--- src/rtl/mem_bus_ctrl.sv ---
// Memory bus controller: ROM/RAM/IO decode, per-region wait states, external strobes, IO page.
// Optional cycle timer and snapshot register are built only when MEM_BUS_TIMER_EN is defined.
module mem_bus_ctrl #(
    parameter int unsigned ADR_TOP = 15,
    parameter int unsigned ROM_WS  = 1,
    parameter int unsigned RAM_WS  = 1,
    parameter int unsigned IO_WS   = 0,
    parameter logic [7:0]  IO_PAGE = 8'hFF
) (
    input  logic             clk,
    input  logic             rst,
    input  logic             m_req,
    input  logic             m_wr,
    input  logic [ADR_TOP:0] m_addr,
    input  logic [7:0]       m_outdata,
    output logic [7:0]       m_indata,
    output logic             m_wait,
    output logic [ADR_TOP:0] ext_addr,
    output logic [7:0]       ext_wdata,
    input  logic [7:0]       ext_rdata,
    output logic             rom_ce_n,
    output logic             ram_ce_n,
    output logic             ext_oe_n,
    output logic             ext_we_n,
    input  logic [7:0]       gpio_in,
    output logic [7:0]       gpio_out
);

    localparam int unsigned CW        = 4;
    localparam int unsigned RAM_WR_WS = (RAM_WS < 1) ? 1 : RAM_WS;

    logic          is_io;
    logic          is_rom;
    logic          is_ram;
    logic [CW-1:0] ws;
    logic [CW-1:0] cnt;
    logic          done;
    logic          io_wr;
    logic [1:0]    reg_sel;
    logic [7:0]    gpio_meta;
    logic [7:0]    gpio_sync;
    logic [7:0]    timer_lo;
    logic [7:0]    snap_val;
    logic [7:0]    io_rdata;

    // Region decode; the IO page overrides the RAM half.
    assign is_io  = (m_addr[ADR_TOP -: 8] == IO_PAGE);
    assign is_rom = ~is_io & ~m_addr[ADR_TOP];
    assign is_ram = ~is_io &  m_addr[ADR_TOP];

    always_comb begin
        ws = CW'(IO_WS);
        if (is_rom)
            ws = CW'(ROM_WS);
        else if (is_ram)
            ws = m_wr ? CW'(RAM_WR_WS) : CW'(RAM_WS);
    end

    assign m_wait  = m_req & (cnt != ws);
    assign done    = m_req & ~m_wait;
    assign io_wr   = done & m_wr & is_io;
    assign reg_sel = m_addr[1:0];

    assign ext_addr  = m_addr;
    assign ext_wdata = m_outdata;
    assign rom_ce_n  = ~(m_req & is_rom);
    assign ram_ce_n  = ~(m_req & is_ram);
    assign ext_oe_n  = ~(m_req & ~m_wr & ~is_io);
    assign ext_we_n  = ~(m_req & m_wr & is_ram & ~m_wait);

    // Counter clears on every completion so back-to-back accesses restart at zero.
    always_ff @(posedge clk or negedge rst) begin
        if (!rst)
            cnt <= '0;
        else if (!m_req || done)
            cnt <= '0;
        else
            cnt <= cnt + CW'(1);
    end

    always_ff @(posedge clk or negedge rst) begin
        if (!rst) begin
            gpio_out  <= '0;
            gpio_meta <= '0;
            gpio_sync <= '0;
        end else begin
            gpio_meta <= gpio_in;
            gpio_sync <= gpio_meta;
            if (io_wr && reg_sel == 2'd0)
                gpio_out <= m_outdata;
        end
    end

`ifdef MEM_BUS_TIMER_EN
    logic        io_rd;
    logic [15:0] timer;
    logic [7:0]  snap;

    assign io_rd = done & ~m_wr & is_io;

    // Reading the low byte captures the high byte from the same pre-increment value.
    always_ff @(posedge clk or negedge rst) begin
        if (!rst) begin
            timer <= '0;
            snap  <= '0;
        end else begin
            if (io_wr && reg_sel == 2'd2)
                timer <= '0;
            else
                timer <= timer + 16'd1;
            if (io_rd && reg_sel == 2'd2)
                snap <= timer[15:8];
        end
    end

    assign timer_lo = timer[7:0];
    assign snap_val = snap;
`else
    assign timer_lo = 8'h00;
    assign snap_val = 8'h00;
`endif

    always_comb begin
        io_rdata = 8'h00;
        case (reg_sel)
            2'd0: io_rdata = gpio_out;
            2'd1: io_rdata = gpio_sync;
            2'd2: io_rdata = timer_lo;
            2'd3: io_rdata = snap_val;
            default: io_rdata = 8'h00;
        endcase
    end

    always_comb begin
        m_indata = 8'h00;
        if (m_req && !m_wr)
            m_indata = is_io ? io_rdata : ext_rdata;
    end

endmodule

--- config.mk ---
export PLATFORM = sky130hd
export DESIGN_NAME = mem_bus_ctrl
export DESIGN_NICKNAME = d
export VERILOG_FILES = /design/src/rtl/mem_bus_ctrl.sv
export SDC_FILE = /design/constraint.sdc
export NUM_CORES = 1
export LEC_CHECK = 0
export CAP_MARGIN = 30
export CORE_MARGIN = 2
export CORE_UTILIZATION = 37
export DETAILED_ROUTE_END_ITERATION = 7
export PLACE_DENSITY = 0.81
export SYNTH_ARGS = -nofsm -noshare
export SYNTH_HDL_FRONTEND = slang
export SYNTH_SLANG_ARGS = --single-unit
--- constraint.sdc ---
create_clock -name clk -period 2.5 [get_ports clk]
set_input_delay 0.5 -clock clk [delete_from_list [all_inputs] [get_ports clk]]
set_output_delay 0.5 -clock clk [all_outputs]
set_load 0.01 [all_outputs]
==> metrics.csv, run 1 <==
stage;metric;value;unit
synth;ys_seq_elements;28;
die;design.portCount;89;
setup_path;cp_slowest_stage_delay;0.51;ns
sta;clock_skew;0.00108;ns
synth;ys_warn_count;0;
synth;synth_top_cell_area_share;0.491;
sta;fin_crit_sh;0.973;
sta;hold_viol;0;
setup_path;cp.required;2.00;ns
sta;maxSlewViolCount;0;
sta;fmax;0.411;GHz
cells_and_area;layout.nets;248;
die;initial_core_util;0.387;
die;die_area;0.00437;mm^2
setup_path;critPathLaunchType;input pin;
sta;worstMarginPinSlew;0.411;ns
place;pre_cts_slack;-0.548;ns
setup_path;cpMaxStageDelayCell;or4_4;
route;drt_iter0_drc;25;
cells_and_area;n_antenna_cell;0;
power_and_ir_drop;peakVddDrop;0.308;mV
route;drtPass1Iterations;4;
grt;grt_pass1_wl;6360;um
clock_network;insertion_delay;0.28;ns
route;drc;0;
setup_path;cp_max_fo;7;
route;via_count;1219;
cells_and_area;drive_gt1_frac;0.317;
synth;syn_nets;172;
place;place_area;0.00220;mm^2
power_and_ir_drop;power_density;416;mW/mm^2
place;routabilityCongestion;0.747;
synth;synth.distinct_cells;28;
grt;grt_usage;0.197;
synth;yosysSeqAreaShare;0.491;
setup_path;cp_cell_sequence;dlygate4sd2_1 > nand4_1 > buf_6 > or4_4 > a21oi_2 > buf_2;
synth;synth_cells;127;
setup_path;critPathKind;in2out;
place;port_buffers;76;
route;via_per_inst;4.88;
setup_path;cp-end-kind;output port;
synth;synth_top_area_cell;dfrtp_1;
cells_and_area;final_area;0.00231;mm^2
sta;fin_crit;2.43;ns
clock_network;clk_path_buf_depth;2;
sta;fin_hold_ws;0.355;ns
cells_and_area;syn2layout_area_growth;62.1;%
setup_path;critPathArrivalTime;1.93;ns
die;core;0.00369;mm^2
run;max_cap_viol_count;0;
clock_network;numCtsBuffers;3;
synth;synth_area_leaders;dfrtp_1, buf_4, mux2_2;
clock_network;cts.sinks;28;
grt;antenna_found_initial;0;
die;die_y;66.1;um
sta;slew-limit-headroom;0.726;
clock_network;htreeDepth;1;
hold_path;hold_depth;0;
sta;setup_ws;0.0680;ns
grt;grt_max_degree;29;
power_and_ir_drop;power_leakage;1.05;nW
die;fp.dieW;66.1;um
outcome;status;finished, final reports clean;
route;wl_per_cell;15.7;um
sta;rsz0062_at_grt;false;
synth;syn-mean-instance-area;11.2;um^2
route;drt-total-wl;3920;um
clock_network;cts-root-buf;clkbuf_8;
sta;setup_violations;0;
route;ant_nets;0;
place;dp_hpwl;2750;um
clock_network;clk_pin_slew_worst_paths;0.09;ns
cells_and_area;n_fill_cell;293;
clock_network;cts_tree;done;
synth;synth_area;0.00143;mm^2
hold_path;hold_class;reg2reg;
grt;grt_pass1_vias;1365;
die;fp-row-count;22;
sta;fin_tns_setup;0;ns
grt;grt-ovfl-total;0;
setup_path;rr_worst_depth;4;
## worst max-delay path: cells and delay by family
family | cells | cell delay (ns)
AO/OA/AOI/OAI | 1 | 0.16
buffers and inverters | 3 | 0.56
AND/OR/NAND/NOR | 2 | 0.70
## synth_stat cells, drive strengths merged
cell type and count:
mux2 8, clkbuf 4, nor4 1, nand4 3, a21oi 9, nor4b 1
nor3b 1, nor3 3, nand2 2, ha 1, nor2 1, buf 27
dfrtp 28, o21ai 8, or2 1, and2 1, or4 8, or4b 2
xnor2 1, o211a 1, nand3 2, mux2i 8, xor2 1, and3 1
nand2b 4
## timing repair
action | in CTS | in global routing
endpoints found under the hold margin | 0 | 0
hold buffers | 0 | 0
cloned | 2 | 0
buffers inserted | 5 | 0
gates resized for setup | 65 | 9
setup endpoints to repair | 12 | 10
pin swaps | 9 | 2
## layout by cell type, fill, tap and decap left out, drive strengths merged
cell,netlist,final
nand3,2,2
a21oi,9,9
xor2,1,1
buf,27,35
and3,1,1
nand2b,4,4
mux2,8,8
dlymetal6s2s,0,2
nor3b,1,1
or2,1,1
mux2i,8,8
nor2,1,1
nor4b,1,1
xnor2,1,1
nor4,1,1
nand4,3,3
and2,1,1
nand2,2,2
dlygate4sd2,0,7
or4b,2,2
nor3,3,3
clkdlybuf4s15,0,2
o211a,1,1
clkdlybuf4s50,0,54
or4,8,8
clkbuf,4,6
dfrtp,28,28
ha,1,1
o21ai,8,8
## final timing paths
check	from	endpoint	slack, ns
worst max-delay path	m_addr[15]	m_indata[5]	0.07
worst min-delay path	gpio_meta[6]$_DFF_PN0_	gpio_sync[6]$_DFF_PN0_	0.36
worst max register to register	cnt[2]$_DFF_PN0_	gpio_out[5]$_DFFE_PN0P_	0.56
worst min register to register	gpio_meta[6]$_DFF_PN0_	gpio_sync[6]$_DFF_PN0_	0.36
max in group asynchronous	rst	gpio_out[0]$_DFFE_PN0P_	1.66
min in group asynchronous	rst	gpio_meta[1]$_DFF_PN0_	0.59
## final cells by class
type	instances	area, um^2	share of cell area
clock buffers	4	55.1	0.0238
well taps	48	60.1	0.0260
multi-input cells	68	564	0.244
flip-flops and latches	28	701	0.303
repair buffers	102	933	0.403
## metal layers
layer  global-route usage  vias to the layer above  share of wire
met5                    0                        -              0
met4                0.102                        0          0.020
met3               0.0426                        9          0.083
met2                0.334                       63           0.49
met1                0.233                      565           0.41
li1                     -                      582              -
## state kept, by name (all words and copies together), names as in the netlist
signal,flops
gpio_out,8
gpio_meta,8
gpio_sync,8
cnt,4
## metrics by stage
step,total power (W),std cells,utilization
after floorplan,0.000570,127,-
after global placement,0.000684,239,0.598
after detailed placement,0.000689,239,0.598
after CTS,0.000964,250,0.626
after global routing,0.00101,250,0.627
final,0.000962,250,0.627
## power breakdown
group	internal, W	switching (W)
sequential	0.000469	0.00000815
clock	0.000141	0.000143
combinational	0.000121	0.0000800
## logic make-up (layout without fill, tap and decap cells)
group                    after synthesis  count (layout)  synth area share
AND/OR/NAND/NOR                       31              31             0.154
multiplexers                          16              16             0.119
adder cells (fa/ha/maj)                1               1           0.00876
AO/OA/AOI/OAI                         18              18            0.0666
buffers and inverters                 31             106             0.148
XOR/XNOR                               2               2            0.0123
flip-flops                            28              28             0.491
Power figures use the tool's default switching activity.
==> run 2, diff against run 1 <==
--- a/config.mk
+++ b/config.mk
@@ -6,7 +6,7 @@
 export NUM_CORES = 1
 export LEC_CHECK = 0
 export CAP_MARGIN = 30
-export CORE_MARGIN = 2
+export CORE_MARGIN = 4
 export CORE_UTILIZATION = 37
 export DETAILED_ROUTE_END_ITERATION = 7
 export PLACE_DENSITY = 0.81
==> run 2 against run 1 <==
Compared with the run above:
- combinational power is 3% lower
- flip-flop and latch count stayed put
- sequential share of layout area is 0.57 points higher
- clock skew is 0.0031 ns higher
- die area is 12% higher
- via count is 2.0% higher
- total power is 1.8% lower
- core utilization is 1.2 points lower
- worst setup slack worse by 0.0024 ns
- first-iteration DRC count is 4.0% lower
- design area is 1.8% lower
- maximum frequency hardly changed
- highest routed layer unchanged
==> metrics.csv, run 2 (synthesis results as in run 1) <==
stage;metric;value;unit;change
setup_path;r2r_start;cnt[2]$_DFF_PN0_;;
power_and_ir_drop;peakVddDrop;0.334;mV;+8.5%
hold_path;hold_class;reg2reg;;
cells_and_area;syn2layout_area_growth;59.1;%;
clock_network;cts-root-buf;clkbuf_8;;
setup_path;cp-end-kind;output port;;
place;port_buffers;76;;unchanged
power_and_ir_drop;power_leakage;1.02;nW;-2.7%
place;routabilityCongestion;0.852;;+14%
cells_and_area;drive_gt1_frac;0.279;;-0.0376
grt;grt_usage;0.158;;-0.0388
clock_network;htreeDepth;1;;unchanged
sta;maxSlewViolCount;0;;unchanged
die;die_y;70.1;um;+6.1%
die;initial_core_util;0.387;;unchanged
grt;grt_pass1_vias;1329;;-2.6%
grt;grt-ovfl-total;0;;unchanged
setup_path;critPathKind;in2out;;
setup_path;cp_top_family;simple AND/OR/NAND/NOR gates;;
setup_path;cp_cell_sequence;dlygate4sd2_1 > nand4_1 > buf_6 > or4_4 > a21oi_2 > buf_2;;
route;via_per_inst;5.07;;+4.0%
setup_path;path_buf_inv;3;;unchanged
cells_and_area;n_antenna_cell;0;;unchanged
die;die_area;0.00492;mm^2;+12%
cells_and_area;top_regs;gpio_meta x8, gpio_out x8, gpio_sync x8;;
sta;slew-limit-headroom;0.732;;+0.00596
sta;clock_skew;0.00414;ns;+0.00305 ns
setup_path;cpMaxStageDelayCell;or4_4;;
route;ant_nets;0;;unchanged
place;place_area;0.00220;mm^2;-0.34%
route;via_count;1243;;+2.0%
place;dp_hpwl;2960;um;+7.5%
setup_path;reg2reg_to;gpio_out[1]$_DFFE_PN0P_;;
grt;grt_pass1_wl;6200;um;-2.5%
route;drtPass1Iterations;6;;+2
power_and_ir_drop;power_density;416;mW/mm^2;about the same
grt;grt_max_degree;29;;unchanged
run;max_cap_viol_count;0;;unchanged
clock_network;clk_pin_slew_worst_paths;0.09;ns;about the same
sta;worstMarginPinSlew;0.400;ns;-0.0113 ns
die;fp-row-count;22;;unchanged
route;drt_iter0_drc;24;;-4.0%
clock_network;clk_path_buf_depth;2;;unchanged
setup_path;critPathLaunchType;input pin;;
clock_network;cts.sinks;28;;unchanged
outcome;status;finished, final reports clean;;
setup_path;rr_worst_depth;4;;unchanged
place;pre_cts_slack;-0.554;ns;-0.00678 ns
route;drc;0;;unchanged
cells_and_area;layout_commonest_cell;clkdlybuf4s50_1;;
setup_path;critPathArrivalTime;1.93;ns;about the same
cells_and_area;layout_common_cells;clkdlybuf4s50_1, dfrtp_1, buf_4;;
die;fp.dieW;70.1;um;+6.1%
clock_network;insertion_delay;0.27;ns;about the same
cells_and_area;layout.nets;243;;-2.0%
sta;fin_crit;2.43;ns;+0.00242 ns
setup_path;worstSetupStartpoint;m_addr[12];;
sta;hold_viol;0;;unchanged
clock_network;numCtsBuffers;3;;unchanged
hold_path;hold_depth;0;;unchanged
sta;setup_violations;0;;unchanged
setup_path;rrSetupSlack;0.53;ns;-0.03 ns
sta;fmax;0.411;GHz;about the same
sta;fin_crit_sh;0.974;;about the same
sta;setup_ws;0.0656;ns;-0.00242 ns
route;wl_per_cell;16.1;um;+2.5%
setup_path;cp_slowest_stage_delay;0.52;ns;about the same
grt;antenna_found_initial;0;;unchanged
cells_and_area;final_area;0.00227;mm^2;-1.8%
setup_path;cp.required;2.00;ns;about the same
clock_network;cts_tree;done;;
die;core;0.00369;mm^2;unchanged
clock_network;ctsHoldBuffers;0;;unchanged
hold_path;holdPathEnd;gpio_sync[7]$_DFF_PN0_;;
sta;rsz0062_at_grt;false;;
die;design.portCount;89;;unchanged
route;drt-total-wl;3940;um;+0.43%
hold_path;hold_start;gpio_meta[7]$_DFF_PN0_;;
setup_path;cp_max_fo;5;;-2
[run 2: per-stage QoR]
step	std cells	TNS [ns]	util	hold slack, ns	total power, W
after floorplan	127	0	-	0.204	0.000570
after global placement	238	-5.40	0.596	0.333	0.000682
after detailed placement	238	-6.16	0.596	0.336	0.000688
after CTS	245	0	0.615	0.356	0.000955
after global routing	245	0	0.616	0.363	0.000985
final	245	0	0.616	0.354	0.000945
[run 2: repair_timing]
item / 4_1_cts / 5_1_grt
cloned: 2 / 0
pin swaps: 8 / 0
resized for setup: 66 / 1
endpoints found under the setup margin: 12 / 8
setup buffers: 1 / 0
[run 2: metal layers]
| layer | part of all wire | routed length (um) | global-route usage | up-vias |
|---|---|---|---|---|
| met1 | 0.39 | 1550 | 0.190 | 586 |
| met3 | 0.10 | 408 | 0.0403 | 10 |
| li1 | - | - | - | 570 |
| met4 | 0.018 | 71 | 0.0660 | 0 |
| met5 | 0 | 0 | 0 | - |
| met2 | 0.48 | 1910 | 0.269 | 77 |
[run 2: where the power goes]
group	switching, W	internal (W)	leakage [nW]
combinational	0.0000785	0.000116	0.642
sequential	0.00000849	0.000469	0.352
clock	0.000132	0.000141	0.0288
[run 2: area by class of cell]
class                   count  area, um^2
clock buffers               4        55.1
fillers                   312        1420
multi-input cells          68         553
flip-flops and latches     28         701
well taps                  48        60.1
repair buffers             97         902
[run 2: how the worst max path moves through the flow]
stage | to | slack (ns) | cells after the start
6_report | m_indata[1] | 0.07 | 6
5_1_grt | m_indata[6] | 0.004 | 6
4_1_cts | m_indata[1] | 0.02 | 6
3_5_place_dp | m_indata[1] | -0.55 | 6
3_3_place_gp | m_wait | -0.48 | 7
2_1_floorplan | m_indata[0] | 0.39 | 4
==> run 3, diff against run 2 <==
--- a/config.mk
+++ b/config.mk
@@ -7,9 +7,9 @@
 export LEC_CHECK = 0
 export CAP_MARGIN = 30
 export CORE_MARGIN = 4
-export CORE_UTILIZATION = 37
+export CORE_UTILIZATION = 39
 export DETAILED_ROUTE_END_ITERATION = 7
-export PLACE_DENSITY = 0.81
+export PLACE_DENSITY = 0.84
 export SYNTH_ARGS = -nofsm -noshare
 export SYNTH_HDL_FRONTEND = slang
 export SYNTH_SLANG_ARGS = --single-unit
==> constraint.sdc (replaced) <==
create_clock -name clk -period 3.01 [get_ports clk]
set_input_delay 0.602 -clock clk [delete_from_list [all_inputs] [get_ports clk]]
set_output_delay 0.602 -clock clk [all_outputs]
set_load 0.01 [all_outputs]
==> run 3 against run 2 <==
Compared with the run above:
- worst setup slack better by 0.013 ns
- global-route usage is 2.2 points higher
- non-clock buffer count is 9 lower
- routed wire length is 6.0% lower
- via count is 3.5% lower
- register-to-register slack better by 0.54 ns
- critical endpoint is now m_indata[0]
- largest cell class unchanged
==> metrics.csv, run 3 (synthesis results as in run 1) <==
stage;metric;value;unit;change
die;fp-row-count;21;;-4.5%
clock_network;htreeDepth;1;;unchanged
clock_network;cts_tree;done;;
clock_network;insertion_delay;0.28;ns;about the same
place;placedCellCount;230;;-3.4%
setup_path;cp_max_fo;13;;+8
route;drt_iter0_drc;40;;+67%
die;core;0.00344;mm^2;-6.7%
outcome;status;finished, final reports clean;;
route;drtPass1Iterations;4;;-2
die;fp.dieW;68.5;um;-2.3%
die;die_area;0.00469;mm^2;-4.6%
sta;clock_skew;0.00497;ns;+0.000835 ns
clock_network;cts.sinks;28;;unchanged
setup_path;cp_top_family;buffers and inverters;;
setup_path;path_buf_inv;3;;unchanged
setup_path;cp_slowest_stage_delay;0.51;ns;about the same
place;pre_cts_slack;-0.208;ns;+0.347 ns
sta;slew-limit-headroom;0.733;;+0.00188
cells_and_area;multiInputGateArea;522;um^2;-5.7%
sta;fin_crit_sh;0.974;;
power_and_ir_drop;comb_power_share;0.185;;-0.021
grt;grt_max_degree;29;;unchanged
sta;hold_viol;0;;unchanged
setup_path;r2r_start;cnt[2]$_DFF_PN0_;;
place;routabilityCongestion;0.733;;-14%
cells_and_area;stdcell_count;234;;-4.5%
run;max_cap_viol_count;0;;unchanged
power_and_ir_drop;p_int;0.000663;W;-8.7%
place;port_buffers;76;;unchanged
power_and_ir_drop;power_density;384;mW/mm^2;-7.8%
setup_path;cp_cell_sequence;clkdlybuf4s50_1 > nand4_1 > buf_4 > or4_1 > a21oi_1 > dlygate4sd2_1;;
die;die_y;68.5;um;-2.3%
power_and_ir_drop;peakVddDrop;0.302;mV;-9.7%
route;via_per_inst;5.13;;+1.1%
setup_path;cp.required;2.41;ns;+0.41 ns
sta;fin_tns_setup;0;ns;unchanged
setup_path;critPathArrivalTime;2.33;ns;+0.40 ns
sta;worstMarginPinSlew;0.400;ns;+0.000260 ns
grt;grt_usage;0.181;;+0.0222
place;place_area;0.00214;mm^2;-2.7%
route;drc;0;;unchanged
clock_network;clk_pin_slew_worst_paths;0.09;ns;about the same
cells_and_area;final_area;0.00220;mm^2;-3.3%
setup_path;critPathLaunchType;input pin;;
grt;grt-ovfl-total;0;;unchanged
power_and_ir_drop;switching_share;0.214;;-0.0182
setup_path;worstSetupStartpoint;m_addr[14];;
clock_network;cts-root-buf;clkbuf_8;;
hold_path;hold_start;gpio_meta[7]$_DFF_PN0_;;
cells_and_area;utilization;0.638;;+0.0226
grt;grt_pass1_vias;1304;;-1.9%
route;ant_nets;0;;unchanged
clock_network;numCtsBuffers;3;;unchanged
die;design.portCount;89;;unchanged
sta;fmax;0.341;GHz;
power_and_ir_drop;p_clk_frac;0.345;;+0.056
cells_and_area;syn2layout_area_growth;53.9;%;
sta;fin_crit;2.93;ns;
cells_and_area;n_fill_cell;263;;-16%
sta;setup_violations;0;;unchanged
cells_and_area;layout_commonest_cell;clkdlybuf4s50_1;;
route;via_count;1200;;-3.5%
hold_path;hold_class;reg2reg;;
setup_path;cp-end-kind;output port;;
route;wl_per_cell;15.8;um;-1.6%
grt;grt_pass1_wl;6060;um;-2.3%
power_and_ir_drop;p_sw;0.000180;W;-18%
sta;maxSlewViolCount;0;;unchanged
clock_network;clk_path_buf_depth;2;;unchanged
grt;antenna_found_initial;0;;unchanged
sta;rsz0062_at_grt;false;;
power_and_ir_drop;power_frac_seq;0.471;;-0.034
clock_network;ctsHoldBuffers;0;;unchanged
setup_path;cpMaxStageDelayCell;or4_1;;
place;dp_hpwl;2880;um;-2.5%
die;initial_core_util;0.415;;+0.0277
cells_and_area;layout.nets;234;;-3.7%
sta;setup_ws;0.0786;ns;+0.0130 ns
power_and_ir_drop;power_leakage;0.949;nW;-7.2%
cells_and_area;n_antenna_cell;0;;unchanged
cells_and_area;layout_common_cells;clkdlybuf4s50_1, dfrtp_1, buf_4;;
cells_and_area;seqCellArea;701;um^2;unchanged
cells_and_area;top_regs;gpio_meta x8, gpio_out x8, gpio_sync x8;;
route;drt-total-wl;3700;um;-6.0%
cells_and_area;drive_gt1_frac;0.160;;-0.120
setup_path;critPathKind;in2out;;
## run 3: changes by cell type in the layout (fill, tap and decap cells not counted), moves of 3 or more
| cell | delta |
|---|---|
| a21oi_1 | +5 |
| buf_6 | -3 |
| dlygate4sd2_1 | -3 |
| a21oi_2 | -5 |
| buf_4 | -5 |
| buf_2 | -9 |
| clkdlybuf4s50_1 | +10 |
## run 3: cell type report
class | count | share of cell area
multi-input cells | 68 | 0.237
clock inverters | 1 | 0.0137
flip-flops and latches | 28 | 0.319
repair buffers | 88 | 0.385
clock buffers | 3 | 0.0188
well taps | 46 | 0.0262
## run 3: metrics by stage
step | hold WS (ns) | power (W)
floorplan | 0.306 | 0.000473
global placement | 0.332 | 0.000561
detailed placement | 0.336 | 0.000566
CTS | 0.358 | 0.000858
global route | 0.368 | 0.000886
finish | 0.353 | 0.000843
## run 3: path summary, 6_finish.rpt
kind	endpoint	slack, ns	depth (start not counted)
max in group asynchronous	gpio_meta[2]$_DFF_PN0_	2.06	2
min reg2reg	gpio_sync[7]$_DFF_PN0_	0.35	0
max	m_indata[0]	0.08	6
min	gpio_sync[7]$_DFF_PN0_	0.35	0
min in group asynchronous	gpio_out[5]$_DFFE_PN0P_	0.68	2
max reg2reg	gpio_out[1]$_DFFE_PN0P_	1.07	4
## run 3: layer usage
layer	wire [um]	vias up	share of wire	track usage
met5	0	-	0	0
li1	-	551	-	-
met3	466	7	0.13	0.0405
met4	87	0	0.024	0.104
met2	1780	75	0.48	0.312
met1	1370	567	0.37	0.203
## run 3: worst register-to-register path: stages, from the launching register on
cell and delay [ns]:
dfrtp_1 0.42, or4b_1 0.58, nor4_4 0.24, buf_4 0.23
mux2_2 0.36
## run 3: timing repair
action,in CTS,in global routing
gates cloned,0,0
gates resized for setup,12,9
pin swaps,0,0
endpoints found under the setup margin,12,6
buffers inserted,0,0
endpoints found under the hold margin,0,0
## run 3: power by group through the flow
stage                     clock [W]  sequential (W)  combinational, W
after floorplan                   0        0.000402         0.0000710
after global placement            0        0.000403          0.000158
after detailed placement          0        0.000404          0.000162
after CTS                  0.000303        0.000397          0.000157
after global routing       0.000316        0.000399          0.000170
final                      0.000291        0.000397          0.000156
